$ cat src/rtl/fetch_unit_pkg.sv
// rtl/fetch_unit_pkg.sv - shared types and constants for the fetch stage
// Contents:
//   fetch_state_t  FETCH_RUN / FETCH_HALTED fetch FSM encoding
//   PC_STEP        byte distance between consecutive instruction words
package fetch_unit_pkg;

  typedef enum logic {
    FETCH_RUN    = 1'b0,
    FETCH_HALTED = 1'b1
  } fetch_state_t;

  localparam int PC_STEP = 4;

endpackage

$ cat src/rtl/fetch_unit_inst_fifo.sv
// rtl/fetch_unit_inst_fifo.sv - DEPTH-entry FIFO of {pc, inst} words for the fetch stage
// Ports:
//   clk, reset            clock, asynchronous active-high reset
//   push, push_data       write one entry at the tail
//   pop                   remove the head entry (ignored when empty)
//   flush                 discard every entry; overrides push and pop
//   head_data             head entry, zero while empty
//   count                 number of valid entries (0..DEPTH)
module fetch_unit_inst_fifo #(
  parameter int DW    = 64,
  parameter int DEPTH = 4
) (
  input  logic                     clk,
  input  logic                     reset,
  input  logic                     push,
  input  logic [DW-1:0]            push_data,
  input  logic                     pop,
  input  logic                     flush,
  output logic [DW-1:0]            head_data,
  output logic [$clog2(DEPTH):0]   count
);

  localparam int AW = $clog2(DEPTH);
  localparam int CW = AW + 1;

  logic [DW-1:0] mem [DEPTH];
  logic [AW-1:0] rd_ptr;
  logic [AW-1:0] wr_ptr;
  logic          do_pop;
  logic          do_push;

  assign do_pop  = pop && (count != '0);
  assign do_push = push && !flush;

  // Storage needs no reset: the head is masked to zero while empty.
  always_ff @(posedge clk) begin
    if (do_push) begin
      mem[wr_ptr] <= push_data;
    end
  end

  always_ff @(posedge clk or posedge reset) begin
    if (reset) begin
      rd_ptr <= '0;
      wr_ptr <= '0;
      count  <= '0;
    end else if (flush) begin
      rd_ptr <= '0;
      wr_ptr <= '0;
      count  <= '0;
    end else begin
      if (do_push) wr_ptr <= wr_ptr + AW'(1);
      if (do_pop)  rd_ptr <= rd_ptr + AW'(1);
      count <= count + CW'(do_push) - CW'(do_pop);
    end
  end

  assign head_data = (count != '0) ? mem[rd_ptr] : '0;

  // The fetch credit scheme must never push into a full FIFO.
  a_no_overflow : assert property (@(posedge clk) disable iff (reset)
    !(do_push && count == CW'(DEPTH)));

endmodule

$ cat src/rtl/fetch_unit.sv
// rtl/fetch_unit.sv - instruction fetch stage: PC, request issue, response buffering
// Ports:
//   clk, reset                  clock, asynchronous active-high reset
//   redirect, redirect_pc       taken branch: flush everything, refetch from redirect_pc
//   halt                        stop issuing requests until the next redirect
//   mem_req_valid/ready/addr    in-order instruction read requests (addr = fetch PC)
//   mem_rsp_valid/data          read data, returned in request order
//   inst_valid/ready            head-of-FIFO handshake to decode
//   inst, inst_pc               head instruction word and its PC
module fetch_unit
  import fetch_unit_pkg::*;
#(
  parameter int               WIDTH    = 32,
  parameter int               DEPTH    = 4,
  parameter logic [WIDTH-1:0] RESET_PC = '0
) (
  input  logic             clk,
  input  logic             reset,
  input  logic             redirect,
  input  logic [WIDTH-1:0] redirect_pc,
  input  logic             halt,
  output logic             mem_req_valid,
  input  logic             mem_req_ready,
  output logic [WIDTH-1:0] mem_req_addr,
  input  logic             mem_rsp_valid,
  input  logic [WIDTH-1:0] mem_rsp_data,
  output logic             inst_valid,
  input  logic             inst_ready,
  output logic [WIDTH-1:0] inst,
  output logic [WIDTH-1:0] inst_pc
);

  localparam int               CW   = $clog2(DEPTH) + 1;
  localparam logic [WIDTH-1:0] STEP = WIDTH'(PC_STEP);

  fetch_state_t     state;
  logic [WIDTH-1:0] fetch_pc;
  logic [WIDTH-1:0] rsp_pc;
  logic [CW-1:0]    outstanding;
  logic [CW-1:0]    drop;
  logic [CW-1:0]    fifo_count;
  logic [CW:0]      credits_used;
  logic [CW-1:0]    outstanding_next;
  logic [2*WIDTH-1:0] fifo_head;
  logic             issue;
  logic             rsp_fire;
  logic             rsp_keep;
  logic             pop;

  // Every request in flight reserves a FIFO slot, so responses always fit.
  assign credits_used  = {1'b0, outstanding} + {1'b0, fifo_count};
  assign mem_req_valid = !reset && (state == FETCH_RUN) && !halt && !redirect
                         && (credits_used < (CW+1)'(DEPTH));
  assign mem_req_addr  = fetch_pc;
  assign issue         = mem_req_valid && mem_req_ready;

  // With nothing outstanding a response is a leftover from before reset.
  assign rsp_fire = mem_rsp_valid && (outstanding != '0);
  assign rsp_keep = rsp_fire && (drop == '0) && !redirect;

  assign outstanding_next = outstanding + CW'(issue) - CW'(rsp_fire);

  assign pop        = inst_valid && inst_ready;
  assign inst_valid = (fifo_count != '0);
  assign inst       = fifo_head[WIDTH-1:0];
  assign inst_pc    = fifo_head[2*WIDTH-1:WIDTH];

  always_ff @(posedge clk or posedge reset) begin
    if (reset) begin
      state       <= FETCH_RUN;
      fetch_pc    <= RESET_PC;
      rsp_pc      <= RESET_PC;
      outstanding <= '0;
      drop        <= '0;
    end else begin
      outstanding <= outstanding_next;
      if (redirect) begin
        // Whatever is still in flight after this cycle belongs to the old path.
        fetch_pc <= redirect_pc;
        rsp_pc   <= redirect_pc;
        drop     <= outstanding_next;
        state    <= halt ? FETCH_HALTED : FETCH_RUN;
      end else begin
        if (issue)                  fetch_pc <= fetch_pc + STEP;
        if (rsp_fire && drop != '0) drop     <= drop - CW'(1);
        if (rsp_keep)               rsp_pc   <= rsp_pc + STEP;
        if (halt)                   state    <= FETCH_HALTED;
      end
    end
  end

  fetch_unit_inst_fifo #(
    .DW    (2*WIDTH),
    .DEPTH (DEPTH)
  ) u_fifo (
    .clk       (clk),
    .reset     (reset),
    .push      (rsp_keep),
    .push_data ({rsp_pc, mem_rsp_data}),
    .pop       (pop),
    .flush     (redirect),
    .head_data (fifo_head),
    .count     (fifo_count)
  );

endmodule

$ cat config.mk
export PLATFORM = sky130hd
export DESIGN_NAME = fetch_unit
export DESIGN_NICKNAME = d
export VERILOG_FILES = /design/src/rtl/fetch_unit_pkg.sv /design/src/rtl/fetch_unit_inst_fifo.sv /design/src/rtl/fetch_unit.sv
export SDC_FILE = /design/constraint.sdc
export NUM_CORES = 1
export LEC_CHECK = 0
export ABC_CLOCK_PERIOD_IN_PS = 8500
export CAP_MARGIN = 20
export CORE_ASPECT_RATIO = 0.9
export CORE_MARGIN = 2
export CORE_UTILIZATION = 41
export CTS_BUF_LIST = sky130_fd_sc_hd__clkbuf_16
export CTS_CLUSTER_DIAMETER = 200
export DETAILED_ROUTE_END_ITERATION = 7
export PLACE_DENSITY_LB_ADDON = 0.2
export SYNTH_ARGS = -nofsm -noshare
export SYNTH_HDL_FRONTEND = slang
export SYNTH_SLANG_ARGS = --single-unit
export TNS_END_PERCENT = 20
$ cat constraint.sdc
create_clock -name clk -period 8.5 [get_ports clk]
set_input_delay 2.55 -clock clk [delete_from_list [all_inputs] [get_ports clk]]
set_output_delay 2.55 -clock clk [all_outputs]
set_load 0.01 [all_outputs]
* After elaboration in Yosys (flattened, before gate mapping)
Memories as Yosys holds them, arrays and structs flattened.
Cells that the tools add are included.
** Cells by class
- Add/subtract/negate cells :: 10
- $lt $le $gt $ge :: 1
- Bitwise operators :: 1
- Reduce and logical (&&, ||, !) cells :: 25
- Mux-type cells :: 17
** Operator list (count)
- $mux 32 :: 4
- $add 32x3->32 const B :: 2
- $mux 64 :: 1
- $logic_and 1x1->1 :: 12
- $reduce_bool 2->1 :: 6
- $mux 3 :: 3
- $reduce_bool 3->1 :: 3
- $mux 2 :: 4
- $add 3x1->3 :: 2
- $sub 3x1->3 :: 2
- $mux 1 :: 5
- $add 2x1->2 const B :: 2
- $add 3x3->4 :: 1
- $lt 4x3->1 const B :: 1
- $logic_not 1->1 :: 3
- $logic_not 3->1 :: 1
- $sub 3x1->3 const B :: 1
- $not 1->1 :: 1
** Word-level totals
- Memories kept :: 1
- RAM bits :: 256
- Bits in registers :: 78
- Output and inout bits :: 98
- Input bits :: 71
- Word-level logic and storage cells :: 63
** Memory list
- u_fifo.mem :: depth 4, width 64, rd ports 1, clocked after Yosys merged registers in 0, wr ports 1, line fetch_unit_inst_fifo.sv:26 : logic [DW-1:0] mem [DEPTH];

* Logic depth before layout (Yosys ltp)
Gate-level depths: netlist (run 1).
- Depth after elaboration :: 9
- Depth in mapped cells :: 15
- Depth with buffers taken out :: 13

* Modules after synthesis
From an unflattened synthesis (run 1), not the netlist that was laid out.
** Unflattened totals
- Cells, all modules :: 878
- Area total of the unflattened synthesis :: 14108.5 um^2
** Modules (own cells, without submodules)
- fetch_unit_inst_fifo :: seq. area each 7862.5 um^2, times used 1, area an instance 10156.0 um^2, cells an instance 449
- fetch_unit :: seq. area each 1776.7 um^2, times used 1, area an instance 3952.5 um^2, cells an instance 429

* Worst setup path before layout (run 1)
Ideal clock, no wire load.
- Path kind :: input port to output port
- Start point :: in redirect
- End point :: out mem_req_valid
- Stages on the path :: 3
- Slack :: 2.607 ns
- Arrival :: 3.343 ns
- Data required time :: 5.950 ns
- Path buffers :: 2
- Path through :: buf_2 -> clkbuf_1 -> nor4_1
** Between the ends
- Longest elaborated chain between the ends :: 3
** Ends and longest elaborated chain
- start, declared :: line fetch_unit.sv:19 : input logic redirect,
- $logic_not 1->1 :: line fetch_unit.sv:52 : assign mem_req_valid = !reset && (state == FETCH_RUN) && !halt && !redirect
- $logic_and 1x1->1 :: line fetch_unit.sv:52
- $logic_and 1x1->1 :: line fetch_unit.sv:53 : && (credits_used < (CW+1)'(DEPTH));
- end, declared :: line fetch_unit.sv:22 : output logic mem_req_valid,
Every way passes these cells.

* Worst setup path in the final report (run 1)
- Start point :: in halt
- End point :: out mem_req_valid
** Between the ends
- Longest elaborated chain between the ends :: 4
** Ends and longest elaborated chain
- start, declared :: line fetch_unit.sv:21 : input logic halt,
- $logic_not 1->1 :: line fetch_unit.sv:52
- $logic_and 1x1->1 (2 in series) :: line fetch_unit.sv:52
- $logic_and 1x1->1 :: line fetch_unit.sv:53
Every way passes these cells.

==> impl_metrics.yaml, run 1 <==
clock_tree:
  cts-root-buf: "clkbuf_16"
  cts_sinks: 334
  cts_buffers: 36
  cts_tree: "built"
  clock_path_buffers: 3
  clk_pin_slew_worst_paths_ns: 0.06
  htree_num_levels: 2
  clock_latency_ns: 0.52
  post_cts_buffers: 0
  ctsResizeCount: 0
  cts_hold_buf: 0
sta:
  hold_viol_final: 0
  tightestPinTransition_ns: 1.04
  period_minus_slack_ns: 6.66
  rsz0062_at_grt: "false"
  setup_violations: 0
  slew_violations: 0
  max_freq_mhz: 150
  finClkSkew_ns: 0.0276
  relSlewSlack_pct: 30.6
  fin_tns_setup_ns: 0
  finalCritPeriodShare_pct: 78.4
  hold_ws_ns: 0.498
cells_and_area:
  fin_area_um2: 17300
  antennaDiodeCount: 0
  fin_util_pct: 51.3
  nNetsFinal: 1132
  area_delta_synth_final_pct: 23.9
  final.fill_count: 2866
  drive_above_1_share_pct: 13.4
power:
  power.density_nw_per_um2: 270
  total_power_w: 0.00467
  max-vdd-ir-drop_mv: 0.157
  power.leakage_nw: 5.86
setup_path:
  crit_type: "in -> out"
  startpoint: "halt"
  r2r-start: "u_fifo.count[2]"
  start_kind: "input pin"
  cp.required_ns: 5.95
  cp-end-kind: "output pin"
  arrival_ns: 4.11
  cp_max_fo: 2
routing:
  top_layer_used: "met4"
  via_per_inst: 5.23
  dr_total_vias: 8021
  drt-total-wl_um: 30300
  ant_nets: 0
  drc: 0
  wl_per_cell_um: 19.8
  wl_met2_um: 14000
  wl_met3_um: 1600
  wl_met1_um: 14200
  firstDrtPassIters: 4
  drt-initial-drc-count: 478
floorplanning:
  row_count: 64
  start_util_pct: 41.4
  die_y_um: 179
  io_pins: 169
  die_area_um2: 35600
  chipWidth_um: 199
  core_um2: 33800
logic_synthesis:
  yosys-top-cells-count: "edfxtp_1 (256), dfrtp_1 (78), and2_1 (75), mux4_2 (64), nand2_1 (55)"
  syn-num-nets: 956
  netlist_area_um2: 14000
  yosysWarnings: 0
  synth_edf_count: 256
  async_flop_share_pct: 23.4
  synthFlopType: "edfxtp_1"
  ys_ff_latch: 334
  yosys-top-cells-area: "edfxtp_1 (55%), dfrtp_1 (14%), mux4_2 (10%)"
  yosys.area.top_type: "edfxtp_1"
  synth_cells: 869
  ys_seq_area_share_pct: 68.9
  avgSynthCellArea_um2: 16.1
  yosysMostFrequentCell: "edfxtp_1"
  synth.distinct_cells: 52
  synth_top_area_share_pct: 55.0
flow_run:
  max-cap-violations: 0
grt:
  grt_overflow: 0
  grt_pass1_wl_um: 46700
  groute.usage.overall_pct: 17.2
  grt_antenna_before_repair: 0
  grt_pass1_vias: 8052
  grt_max_degree: 79
hold_path:
  hp-class: "reg -> reg"
  hold_path_startpoint: "state"
placed_design:
  port_buffers: 168
  detailed_place.area_um2: 16200
  gp_congestion: 0.786
  hpwl_um: 18100
outcome:
  status: "finished, final reports clean"
power breakdown:
part	internal, W	leakage, nW	switching (W)	total [W]
Sequential	0.00187	3.24	0.000143	0.00201
Combinational	0.000662	2.02	0.000504	0.00117
Clock	0.000879	0.592	0.000616	0.00150
kinds of logic after synthesis:
| logic type | Yosys count | synth area share, % |
|---|---|---|
| AOI/OAI and AO/OA | 78 | 3.52 |
| xor gates and xnor gates | 44 | 2.76 |
| adders and majority gates | 16 | 1.54 |
| buffers and inverters | 61 | 1.72 |
| DFF | 334 | 68.9 |
| muxes | 74 | 11.1 |
| and+or+nand+nor | 262 | 10.4 |
critical path, stage by stage:
cell and delay, ns:
clkdlybuf4s50_1 0.42, nor4_1 0.31, nand2_1 0.08, nor4_1 0.16
clkdlybuf4s50_1 0.58
metrics by stage:
step	setup WS, ns	instances
floorplan	2.61	869
global placement	1.80	1467
detailed placement	1.81	1467
CTS	1.81	1532
global route	1.68	1534
finish	1.84	1534
layout make-up:
type / count / area [um2] / area share [%]
clock inverters: 28 / 201 / 1.16
multi-input cells: 474 / 4120 / 23.8
repair buffers: 178 / 1780 / 10.2
well taps: 462 / 578 / 3.34
flip-flops and latches: 334 / 9640 / 55.7
inverters: 21 / 80.1 / 0.462
clock buffers: 37 / 926 / 5.34
layout by cell type (no fill, tap or decap), drive strengths merged, types with 2 or more instances in the layout:
master,netlist,final
edfxtp,256,256
clkdlybuf4s50,0,167
dfrtp,78,78
and2,75,75
mux4,64,64
nand2,55,55
clkbuf,29,37
o21ai,36,36
nand3,33,33
inv,20,32
nand4,28,28
xor2,26,26
nor2,21,21
xnor2,18,18
ha,14,14
clkinv,1,14
o211ai,11,11
buf,11,11
and3,10,10
a21boi,9,9
and4,8,8
nor3,8,8
mux2,7,7
o311ai,6,6
nor4,5,5
a21oi,5,5
nand2b,5,5
or3,5,5
mux2i,3,3
nor2b,3,3
bufinv,0,3
a21o,3,3
o21a,2,2
a31oi,2,2
fa,2,2
or4,2,2
metal layers:
layer,vias to the layer above,GRT usage (%)
met5,-,0
met4,0,3.95
met3,45,3.05
met2,236,27.0
met1,4061,25.2
li1,3679,-
registers in the layout (all words and copies together) (netlist names):
| name | flops |
|---|---|
| u_fifo.wr_ptr | 2 |
| u_fifo.count | 3 |
| mem_req_addr | 32 |
| u_fifo.mem | 256 |
| outstanding | 3 |
| drop | 3 |
| rsp_pc | 32 |
| u_fifo.rd_ptr | 2 |
| state | 1 |
final timing paths:
| kind | end | slack [ns] | cells after the start |
|---|---|---|---|
| worst max-delay path | mem_req_valid | 1.84 | 5 |
| worst min-delay path | state | 0.50 | 1 |
| worst max register to register | drop[2] | 4.78 | 13 |
| worst min register to register | state | 0.50 | 1 |
| max in group asynchronous | u_fifo.rd_ptr[0] | 5.52 | 4 |
| min in group asynchronous | outstanding[0] | 2.39 | 3 |
Note: power is estimated with default switching activity, not from simulation.
==> inputs of run 2 (changes only) <==
ABC_CLOCK_PERIOD_IN_PS = 5500   (was 8500)
clock period = 5.5 ns   (was 8.5 ns; I/O delays follow)
==> run 2 against run 1 <==
Wire length rose by 1.3%. First-iteration DRC count decreased by 15%. Combinational power rose by 58%. Flip-flop and latch count did not move. Utilization rose by 0.36 points. Highest routed layer unchanged. Critical path depth did not move. Final cell count is 0.59% higher. Setup slack got worse by 1.2 ns. Largest cell class unchanged.
==> impl_metrics.yaml, run 2 (synthesized netlist as in run 1, its figures left out) <==
floorplanning:
  chipWidth_um: 199
  die_area_um2: 35600
  row_count: 64
  io_pins: 169
  die_y_um: 179
  start_util_pct: 41.4
  core_um2: 33800
grt:
  grt_max_degree: 68
  grt_pass1_wl_um: 47700
  grt_pass1_vias: 8274
  grt_antenna_before_repair: 0
  grt_overflow: 0
  groute.usage.overall_pct: 17.7
routing:
  firstDrtPassIters: 4
  wl_per_cell_um: 19.9
  ant_nets: 0
  drc: 0
  drt-initial-drc-count: 407
  dr_total_vias: 8039
  drt-total-wl_um: 30700
  via_per_inst: 5.21
power:
  power.leakage_nw: 5.91
  max-vdd-ir-drop_mv: 0.191
  power.density_nw_per_um2: 413
hold_path:
  hold_path_startpoint: "state"
  hp-class: "reg -> reg"
  min_to: "state"
  min_path_cells: 1
cells_and_area:
  layout_common_cells: "edfxtp_1 (256), clkdlybuf4s50_1 (167), dfrtp_1 (76), and2_1 (71), mux4_2 (64)"
  final_common_cell: "edfxtp_1"
  largest_reg_flops: 256
  regMostFlops: "u_fifo.mem"
  fin_area_um2: 17400
  drive_above_1_share_pct: 14.4
  nNetsFinal: 1142
  area_delta_synth_final_pct: 24.8
  antennaDiodeCount: 0
sta:
  final.setup.worst_slack_ns: 0.596
  setup_violations: 0
  relSlewSlack_pct: 48.9
  fin_tns_setup_ns: 0
  finalCritPeriodShare_pct: 89.2
  hold_viol_final: 0
  hold_ws_ns: 0.491
  period_minus_slack_ns: 4.90
  tightestPinTransition_ns: 0.764
  rsz0062_at_grt: "false"
  slew_violations: 0
  finClkSkew_ns: 0.0177
  max_freq_mhz: 204
placed_design:
  hpwl_um: 19500
  place_ws_ns: 0.548
  gp_congestion: 0.780
  port_buffers: 168
  detailed_place.area_um2: 16300
clock_tree:
  ctsResizeCount: 0
  clock_path_buffers: 3
  post_cts_buffers: 0
  cts_buffers: 36
  htree_num_levels: 2
  clk_pin_slew_worst_paths_ns: 0.06
  cts-root-buf: "clkbuf_16"
  clock_latency_ns: 0.51
  cts_tree: "built"
  cts_sinks: 334
  cts_hold_buf: 0
outcome:
  status: "finished, final reports clean"
setup_path:
  cp_max_fo: 2
  rrSetupSlack_ns: 2.62
  arrival_ns: 3.25
  timing.rr.end: "drop[2]"
  start_kind: "input pin"
  cp.required_ns: 3.85
  rr_worst_depth: 13
  cp-end-kind: "output pin"
  crit_type: "in -> out"
  r2r-start: "outstanding[1]"
  startpoint: "halt"
flow_run:
  max-cap-violations: 0
-- run 2: cell type report --
class	count	area [um2]
repair buffers	188	1910
clock buffers	37	926
fillers	2873	16300
clock inverters	27	189
well taps	462	578
inverters	21	80.1
flip-flops and latches	334	9640
multi-input cells	474	4110
-- run 2: worst max-delay path, cell delays in order --
cell,delay (ns)
clkdlybuf4s50_1,0.42
nor4_1,0.32
nand2_1,0.08
nor4_1,0.18
clkdlybuf4s50_1,0.59
-- run 2: worst max-delay path by stage --
stage | to | slack, ns | cells after the start
5_1_grt | mem_req_valid | 0.41 | 5
3_3_place_gp | mem_req_valid | 0.58 | 5
2_1_floorplan | u_fifo.mem[0][0] | 1.20 | 4
4_1_cts | mem_req_valid | 0.54 | 5
6_report | mem_req_valid | 0.60 | 5
3_5_place_dp | mem_req_valid | 0.55 | 5
-- run 2: stage by stage --
stage          total power, W  utilization [%]  instances
2_1_floorplan         0.00409                -        869
3_5_place_dp          0.00502             48.2       1477
5_1_grt               0.00757             51.6       1543
6_report              0.00720             51.6       1543
3_3_place_gp          0.00500             48.2       1477
4_1_cts               0.00732             51.5       1541
-- run 2: per-layer routing --
| metal | vias to the layer above | GRT usage [%] | share of wire (%) |
|---|---|---|---|
| met5 | - | 0 | 0 |
| met4 | 0 | 4.26 | 1.6 |
| met3 | 38 | 3.29 | 5.2 |
| met2 | 224 | 27.7 | 45 |
| met1 | 4073 | 25.8 | 48 |
| li1 | 3704 | - | - |
-- run 2: power by group --
group | leakage [nW] | switching [W] | internal, W
combinational | 2.09 | 0.000805 | 0.00104
sequential | 3.24 | 0.000191 | 0.00288
clock | 0.575 | 0.000961 | 0.00132
total | 5.91 | 0.00196 | 0.00525
